`config.mk`:
```
export PLATFORM = sky130hd
export DESIGN_NAME = seven_seg_dev
export DESIGN_NICKNAME = d
export VERILOG_FILES = /design/src/rtl/seven_seg_dev.sv
export SDC_FILE = /design/constraint.sdc
export NUM_CORES = 1
export LEC_CHECK = 0
export CORE_ASPECT_RATIO = 1.75
export CORE_MARGIN = 3
export CORE_UTILIZATION = 39
export DETAILED_ROUTE_END_ITERATION = 10
export GPL_TIMING_DRIVEN = 0
export PLACE_DENSITY = 0.81
export REMOVE_ABC_BUFFERS = 1
export SKIP_LAST_GASP = 1
export SLEW_MARGIN = 20
export SYNTH_ARGS = -nofsm -noshare
export SYNTH_HDL_FRONTEND = slang
export SYNTH_SLANG_ARGS = --single-unit
```
`constraint.sdc`:
```
create_clock -name clk -period 3.46 [get_ports clk]
set_input_delay 0.865 -clock clk [delete_from_list [all_inputs] [get_ports clk]]
set_output_delay 0.865 -clock clk [all_outputs]
set_load 0.01 [all_outputs]
```
`src/rtl/seven_seg_dev.sv`:
```
// Four-digit seven-segment display driver: hex decode or raw segment bytes,
// with per-digit decimal point and blink control. Outputs are registered.
module seven_seg_dev (
   input  logic        clk,
   input  logic        rst,
   input  logic [31:0] disp_num,
   input  logic [1:0]  SW,
   input  logic [1:0]  Scanning,
   input  logic [3:0]  pointing,
   input  logic [3:0]  blinking,
   input  logic        flash_clk,
   output logic [3:0]  AN,
   output logic [7:0]  SEGMENT
);

   logic [3:0] r_an;
   logic [7:0] r_seg;

   logic [3:0] w_nibble;
   logic [6:0] w_hexSeg;
   logic [7:0] w_rawByte;
   logic [3:0] w_nextAn;
   logic [7:0] w_nextSeg;
   logic       w_blank;

   // Active-low gfedcba pattern for one hex digit
   function automatic logic [6:0] hexDecode(input logic [3:0] n);
      logic [6:0] seg;
      case (n)
         4'h0: seg = 7'h40;
         4'h1: seg = 7'h79;
         4'h2: seg = 7'h24;
         4'h3: seg = 7'h30;
         4'h4: seg = 7'h19;
         4'h5: seg = 7'h12;
         4'h6: seg = 7'h02;
         4'h7: seg = 7'h78;
         4'h8: seg = 7'h00;
         4'h9: seg = 7'h10;
         4'hA: seg = 7'h08;
         4'hB: seg = 7'h03;
         4'hC: seg = 7'h46;
         4'hD: seg = 7'h21;
         4'hE: seg = 7'h06;
         default: seg = 7'h0E;
      endcase
      return seg;
   endfunction

   always_comb begin
      w_nibble  = disp_num[{SW[1], Scanning, 2'b00} +: 4];
      w_rawByte = disp_num[{Scanning, 3'b000} +: 8];
      w_hexSeg  = hexDecode(w_nibble);
      w_blank   = blinking[Scanning] & flash_clk;

      w_nextAn  = 4'hF;
      w_nextSeg = 8'hFF;
      // Blink blanking overrides both display modes
      if (!w_blank) begin
         w_nextAn[Scanning] = 1'b0;
         if (SW[0])
            w_nextSeg = {~pointing[Scanning], w_hexSeg};
         else
            w_nextSeg = w_rawByte;
      end
   end

   always_ff @(posedge clk) begin
      if (rst) begin
         r_an  <= 4'hF;
         r_seg <= 8'hFF;
      end else begin
         r_an  <= w_nextAn;
         r_seg <= w_nextSeg;
      end
   end

   assign AN      = r_an;
   assign SEGMENT = r_seg;

endmodule

```
==> flow_summary.json, run 1 <==
{
  "run_status": "completed",
  "netSwitchingFraction": 0.278,
  "remaining_design_rule_violation_count": 0,
  "route.detailed.vias_per_inst": 5.84,
  "finalPower_uw": 531,
  "worst_path_cell_with_the_longest_stage_delay": "sky130_fd_sc_hd__mux4_2",
  "site_row_count": 25,
  "post_drt_wl_per_cell_um": 15.9,
  "path_max_fanout": 21,
  "crit_path_cell_trace": "clkdlybuf4s18_2 > mux4_2 > mux2i_2 > inv_2 > ha_1 > nand2_1 > o22ai_1 > or4b_1",
  "max_rail_drop_vdd_uv": 156,
  "finalMaxSlewViolations": 0,
  "synth_area_in_compound_gates": 0.116,
  "timing.max_cap.violations": 0,
  "ys_ff_latch": 12,
  "holdPathEnd": "AN[2]",
  "drtIter0Drc": 24,
  "start_kind": "input port",
  "yosys.cell_types.count": 34,
  "antenna_found_initial": 0,
  "power_report.internal_total_uw": 383,
  "timing.critical_path.required_ns": 3.58,
  "max_transition_margin": 0.553,
  "holdBufCountCts": 0,
  "synth.avg_cell_area_um2": 11.0,
  "comb_power_share": 0.425,
  "clock_sinks": 12,
  "dr.pass1.iters": 4,
  "post-cts-setup-buffers": 0,
  "layout_commonest_cell": "sky130_fd_sc_hd__clkdlybuf4s50_1",
  "vias": 1074,
  "metal1_wirelength_um": 917,
  "timing.setup.critical_path_class": "in -> reg",
  "syn-instance-count": 102,
  "synth-seq-area-share": 0.215,
  "hold_depth": 2,
  "cts_made_buffers": 3,
  "cellPowerDensity_nw_per_um2": 302,
  "ctsLongestPathBuffers": 2,
  "io_buffer_count": 58,
  "gp_congestion": 0.835,
  "power.net_switching_uw": 148,
  "die_span_x_um": 46.5,
  "yosys.area_share.xor_xnor": 0,
  "detail_route.wirelength_um": 2930,
  "yosys.area_share.adder": 0.0671,
  "timing.final.setup_violations": 0,
  "finalCriticalPeriod_ns": 3.27,
  "netlist_area_um2": 1120,
  "grt_first_pass_wirelength_um": 4690,
  "floorplan.die.height_um": 76.8,
  "number_of_global_route_vias_before_repair": 1161,
  "grt_start_max_net_pins": 23,
  "p_leak_uw": 0.000658,
  "area.growth.synth_to_final_pct": 57.2,
  "layout_worst_path_cycle_share": 0.944,
  "antenna_violating_nets_post_route": 0,
  "timing_hold_violations_final": 0,
  "timing.critical_path.to_type": "flip-flop",
  "hp-class": "in -> reg",
  "htree_num_levels": 1,
  "tritoncts": "yes",
  "n_fill_cell": 217,
  "cts.root.buffer_cell": "sky130_fd_sc_hd__clkbuf_8",
  "ios": 59,
  "worst_pin_slew_ns": 0.658,
  "dr_wl_met2_um": 1790,
  "routed.top_layer": "met4",
  "final.setup.worst_slack_ns": 0.192,
  "grt_util_all_layers": 0.180,
  "synth.area.mux_share": 0.431,
  "antenna_cells_inserted": 0,
  "relative_contribution_of_sequential_cells_to_total_power": 0.289,
  "layout.nets": 211,
  "p_clk_frac": 0.286,
  "path_clk_slew_ns": 0.05,
  "wl_met3_um": 148,
  "post_route_cells_drive_above_1_share": 0.197,
  "worstSetupStartpoint": "Scanning[0]",
  "core_region_area_um2": 2720,
  "fraction_of_the_mapped_netlist_area_in_simple_logic_gates": 0.124,
  "synth_top_family_by_area": "multiplexers",
  "globalRoute.totalOverflow": 0,
  "fmax_mhz": 306,
  "design.die.area_um2": 3570,
  "floorplan.initialDensity": 0.411,
  "worst-endpoint-arrival_ns": 3.39,
  "hpwlAfterDp_um": 2540,
  "hp-start": "Scanning[1]",
  "grt_setup_unrepaired": "false",
  "worst_path_largest_cell_delay_ns": 0.59,
  "place_ws_ns": -0.756,
  "mostFrequentLayoutCells": "sky130_fd_sc_hd__clkdlybuf4s50_1 (55), sky130_fd_sc_hd__mux4_2 (18), sky130_fd_sc_hd__nand2_1 (14)",
  "synth-warning-count": 0
}
[metal layers]
layer,track usage,vias up
met4,0.0940,0
met2,0.354,46
met5,0,-
met3,0.0235,5
met1,0.150,516
li1,-,507
[power groups by stage]
stage	registers, µW	clock network (µW)	logic, µW
2_1_floorplan	163	0	106
3_3_place_gp	156	0	217
3_5_place_dp	156	0	224
4_1_cts	154	154	225
5_1_grt	155	159	244
6_report	154	152	226
[timing repair]
action / CTS / global route
setup endpoints to repair: 7 / 1
pin swaps: 0 / 0
resized for setup: 8 / 2
endpoints found under the hold margin: 0 / 0
[synthesized netlist by cell type, drive strengths merged]
cell | number | area, µm²
a211o | 1 | 8.76
a21o | 1 | 7.51
a21oi | 6 | 30.0
a311o | 1 | 10.0
a31oi | 1 | 6.26
buf | 5 | 30.0
clkbuf | 2 | 7.51
dfxtp | 12 | 240
ha | 6 | 75.1
inv | 4 | 15.0
mux2i | 6 | 76.3
mux4 | 18 | 405
nand2 | 14 | 52.6
nand3 | 1 | 5.00
nand3b | 1 | 7.51
nor2 | 5 | 18.8
nor3 | 1 | 5.00
nor3b | 1 | 7.51
o2111ai | 1 | 8.76
o211ai | 2 | 15.0
o21ai | 4 | 20.0
o221ai | 1 | 8.76
o22a | 1 | 8.76
o22ai | 1 | 6.26
or2 | 2 | 12.5
or2b | 1 | 7.51
or3 | 2 | 12.5
or4b | 1 | 10.0
[worst max-delay path: cells and delay by family]
kind | cells | cell delay (ns)
adders and majority gates | 1 | 0.26
buffers and inverters | 2 | 0.65
AOI/OAI and AO/OA | 1 | 0.08
and+or+nand+nor | 2 | 0.60
muxes | 2 | 0.93
[through the flow]
stage	setup TNS (ns)	hold slack (ns)	instances	area, µm²	util
after CTS	0	1.23	184	1760	0.645
after global routing	0	1.27	184	1760	0.646
after global placement	-3.77	1.56	180	1700	0.623
after detailed placement	-3.92	1.59	180	1700	0.623
final	0	1.22	184	1760	0.646
after floorplan	0	0.927	95	1080	-
[worst max-delay path by stage]
stage	endpoint	slack, ns	cells past startpoint
after floorplan	SEGMENT[0]	0.69	7
after global placement	SEGMENT[0]	-0.73	6
after detailed placement	SEGMENT[0]	-0.76	6
after CTS	SEGMENT[0]	0.12	8
after global routing	SEGMENT[0]	0.02	8
final	SEGMENT[0]	0.19	8
[area by class of cell]
type,instances,area (µm²),area share
Tap cell,27,33.8,0.0192
Timing Repair Buffer,58,581,0.330
Clock buffer,4,55.1,0.0313
Multi-Input combinational cell,79,833,0.474
Inverter,4,15.0,0.00854
Sequential cell,12,240,0.137
[flip-flops by register name, summed over array words and instances, names as in the netlist]
name     flops
SEGMENT      8
AN           4
[cell families after synthesis]
group                    count (synthesis)
AO/OA/AOI/OAI                           20
AND/OR/NAND/NOR                         29
buffers and inverters                   11
adder cells (fa/ha/maj)                  6
multiplexers                            24
flip-flops                              12
Power figures use the tool's default switching activity.
==> run 2, diff against run 1 <==
==> constraint.sdc (replaced) <==
create_clock -name clk -period 3.7 [get_ports clk]
set_input_delay 0.925 -clock clk [delete_from_list [all_inputs] [get_ports clk]]
set_output_delay 0.925 -clock clk [all_outputs]
set_load 0.01 [all_outputs]
==> flow_summary.json, run 2 (synthesis results as in run 1) <==
{
  "post_drt_wl_per_cell_um": 15.9,
  "finalMaxSlewViolations": 0,
  "floorplan.initialDensity": 0.411,
  "power.net_switching_uw": 138,
  "n_fill_cell": 219,
  "timing.critical_path.to_type": "flip-flop",
  "io_buffer_count": 58,
  "cts.root.buffer_cell": "sky130_fd_sc_hd__clkbuf_8",
  "globalRoute.totalOverflow": 0,
  "grt_first_pass_wirelength_um": 4690,
  "gr-max-usage-layer": "met2",
  "site_row_count": 25,
  "place_inst": 180,
  "mostFrequentLayoutCells": "sky130_fd_sc_hd__clkdlybuf4s50_1 (56), sky130_fd_sc_hd__mux4_2 (18), sky130_fd_sc_hd__nand2_1 (14)",
  "multi_input_area_um2": 833,
  "count_of_buffer_and_inverter_cells_on_the_critical_path": 2,
  "p_leak_uw": 0.000656,
  "gr-usage-met1": 0.150,
  "grt_util_all_layers": 0.180,
  "grt_util_met3": 0.0235,
  "worst_path_largest_cell_delay_ns": 0.74,
  "post-cts-setup-buffers": 0,
  "layout_commonest_cell": "sky130_fd_sc_hd__clkdlybuf4s50_1",
  "antenna_cells_inserted": 0,
  "timing_hold_violations_final": 0,
  "path_max_fanout": 5,
  "area.growth.synth_to_final_pct": 56.6,
  "number_of_global_route_vias_before_repair": 1161,
  "path_clk_slew_ns": 0.05,
  "cts_resized": 4,
  "post_route_cells_drive_above_1_share": 0.191,
  "dr.pass1.iters": 4,
  "timing.final.setup_violations": 0,
  "area.sequential_um2": 240,
  "hp-class": "in -> reg",
  "timing.setup.critical_path_class": "in -> reg",
  "comb_power_share": 0.425,
  "cellPowerDensity_nw_per_um2": 283,
  "run_status": "completed",
  "route.detailed.vias_per_inst": 5.80,
  "holdBufCountCts": 0,
  "grt_setup_unrepaired": "false",
  "drtIter0Drc": 22,
  "worst-endpoint-arrival_ns": 3.66,
  "timing.critical_path.required_ns": 3.82,
  "fmax_mhz": 282,
  "relative_contribution_of_sequential_cells_to_total_power": 0.289,
  "layout_worst_path_cycle_share": 0.957,
  "timing.max_cap.violations": 0,
  "antenna_violating_nets_post_route": 0,
  "worst_pin_slew_ns": 0.900,
  "vias": 1068,
  "power_report.internal_total_uw": 358,
  "globalRouteMet2Util": 0.354,
  "crit_path_cell_trace": "clkdlybuf4s50_1 > mux4_2 > mux2i_2 > inv_1 > ha_1 > nand2_1 > nor3b_1 > or4b_1",
  "netSwitchingFraction": 0.278,
  "max_transition_margin": 0.400,
  "ctsLongestPathBuffers": 2,
  "clock_sinks": 12,
  "cts_made_buffers": 3,
  "max_reg_flops": 8,
  "placed_inst_area_um2": 1700,
  "layout.cell_area.non_filler_um2": 1750,
  "start_kind": "input port",
  "layout.nets": 211,
  "remaining_design_rule_violation_count": 0,
  "max_rail_drop_vdd_uv": 146,
  "detail_route.wirelength_um": 2930,
  "grt_start_max_net_pins": 23,
  "die_span_x_um": 46.5,
  "tritoncts": "yes",
  "htree_num_levels": 1,
  "hpwlAfterDp_um": 2540,
  "design.die.area_um2": 3570,
  "core_region_area_um2": 2720,
  "ios": 59,
  "gp_congestion": 0.835,
  "finish.cell_count_without_fillers": 184,
  "finalCriticalPeriod_ns": 3.54,
  "worst_path_cell_with_the_longest_stage_delay": "sky130_fd_sc_hd__clkdlybuf4s50_1",
  "antenna_found_initial": 0,
  "critPathTopFamily": "buffers and inverters",
  "setup_total_negative_slack_ns": 0,
  "floorplan.die.height_um": 76.8,
  "p_clk_frac": 0.285
}
==> run 2: cell types whose count changed in the layout (fill, tap and decap cells not counted), sizes merged <==
cell           previous run  this run
clkdlybuf4s50            55        56
clkdlybuf4s15             1         0
buf                       0         1
clkdlybuf4s18             1         0
==> run 2: stage by stage <==
step,hold WS (ns),util,setup slack (ns),total power (µW)
6_report,1.14,0.644,0.157,496
4_1_cts,1.41,0.644,0.00637,499
2_1_floorplan,0.987,-,0.872,252
5_1_grt,1.19,0.644,0.00147,521
3_3_place_gp,1.62,0.623,-0.554,349
3_5_place_dp,1.65,0.623,-0.576,356
==> run 2: final cells by class <==
type,count,area share
Timing Repair Buffer,58,0.328
Inverter,4,0.00857
Multi-Input combinational cell,79,0.476
Tap cell,27,0.0193
Sequential cell,12,0.137
Clock buffer,4,0.0314
==> run 2: final timing paths <==
| path | slack, ns | start | cells after the start | endpoint |
|---|---|---|---|---|
| hold / removal | 1.14 | Scanning[0] | 2 | AN[3] |
| setup / recovery | 0.16 | SW[1] | 8 | SEGMENT[0] |
==> run 2: per-layer routing <==
| layer | share of wire | vias to the layer above |
|---|---|---|
| li1 | - | 508 |
| met1 | 0.31 | 507 |
| met2 | 0.61 | 48 |
| met3 | 0.054 | 5 |
| met4 | 0.024 | 0 |
| met5 | 0 | - |
==> run 2: power groups by stage <==
stage	sequential, µW	clock, µW	combinational (µW)
global placement	146	0	203
detailed placement	146	0	209
CTS	144	144	211
global route	145	149	228
floorplan	153	0	99.2
finish	144	142	211
==> run 3, diff against run 2 <==
--- a/config.mk
+++ b/config.mk
@@ -17,3 +17,4 @@
 export SYNTH_ARGS = -nofsm -noshare
 export SYNTH_HDL_FRONTEND = slang
 export SYNTH_SLANG_ARGS = --single-unit
+export TNS_END_PERCENT = 50
==> results of run 3 <==
Final layout, timing and power as in run 2 (identical DEF).
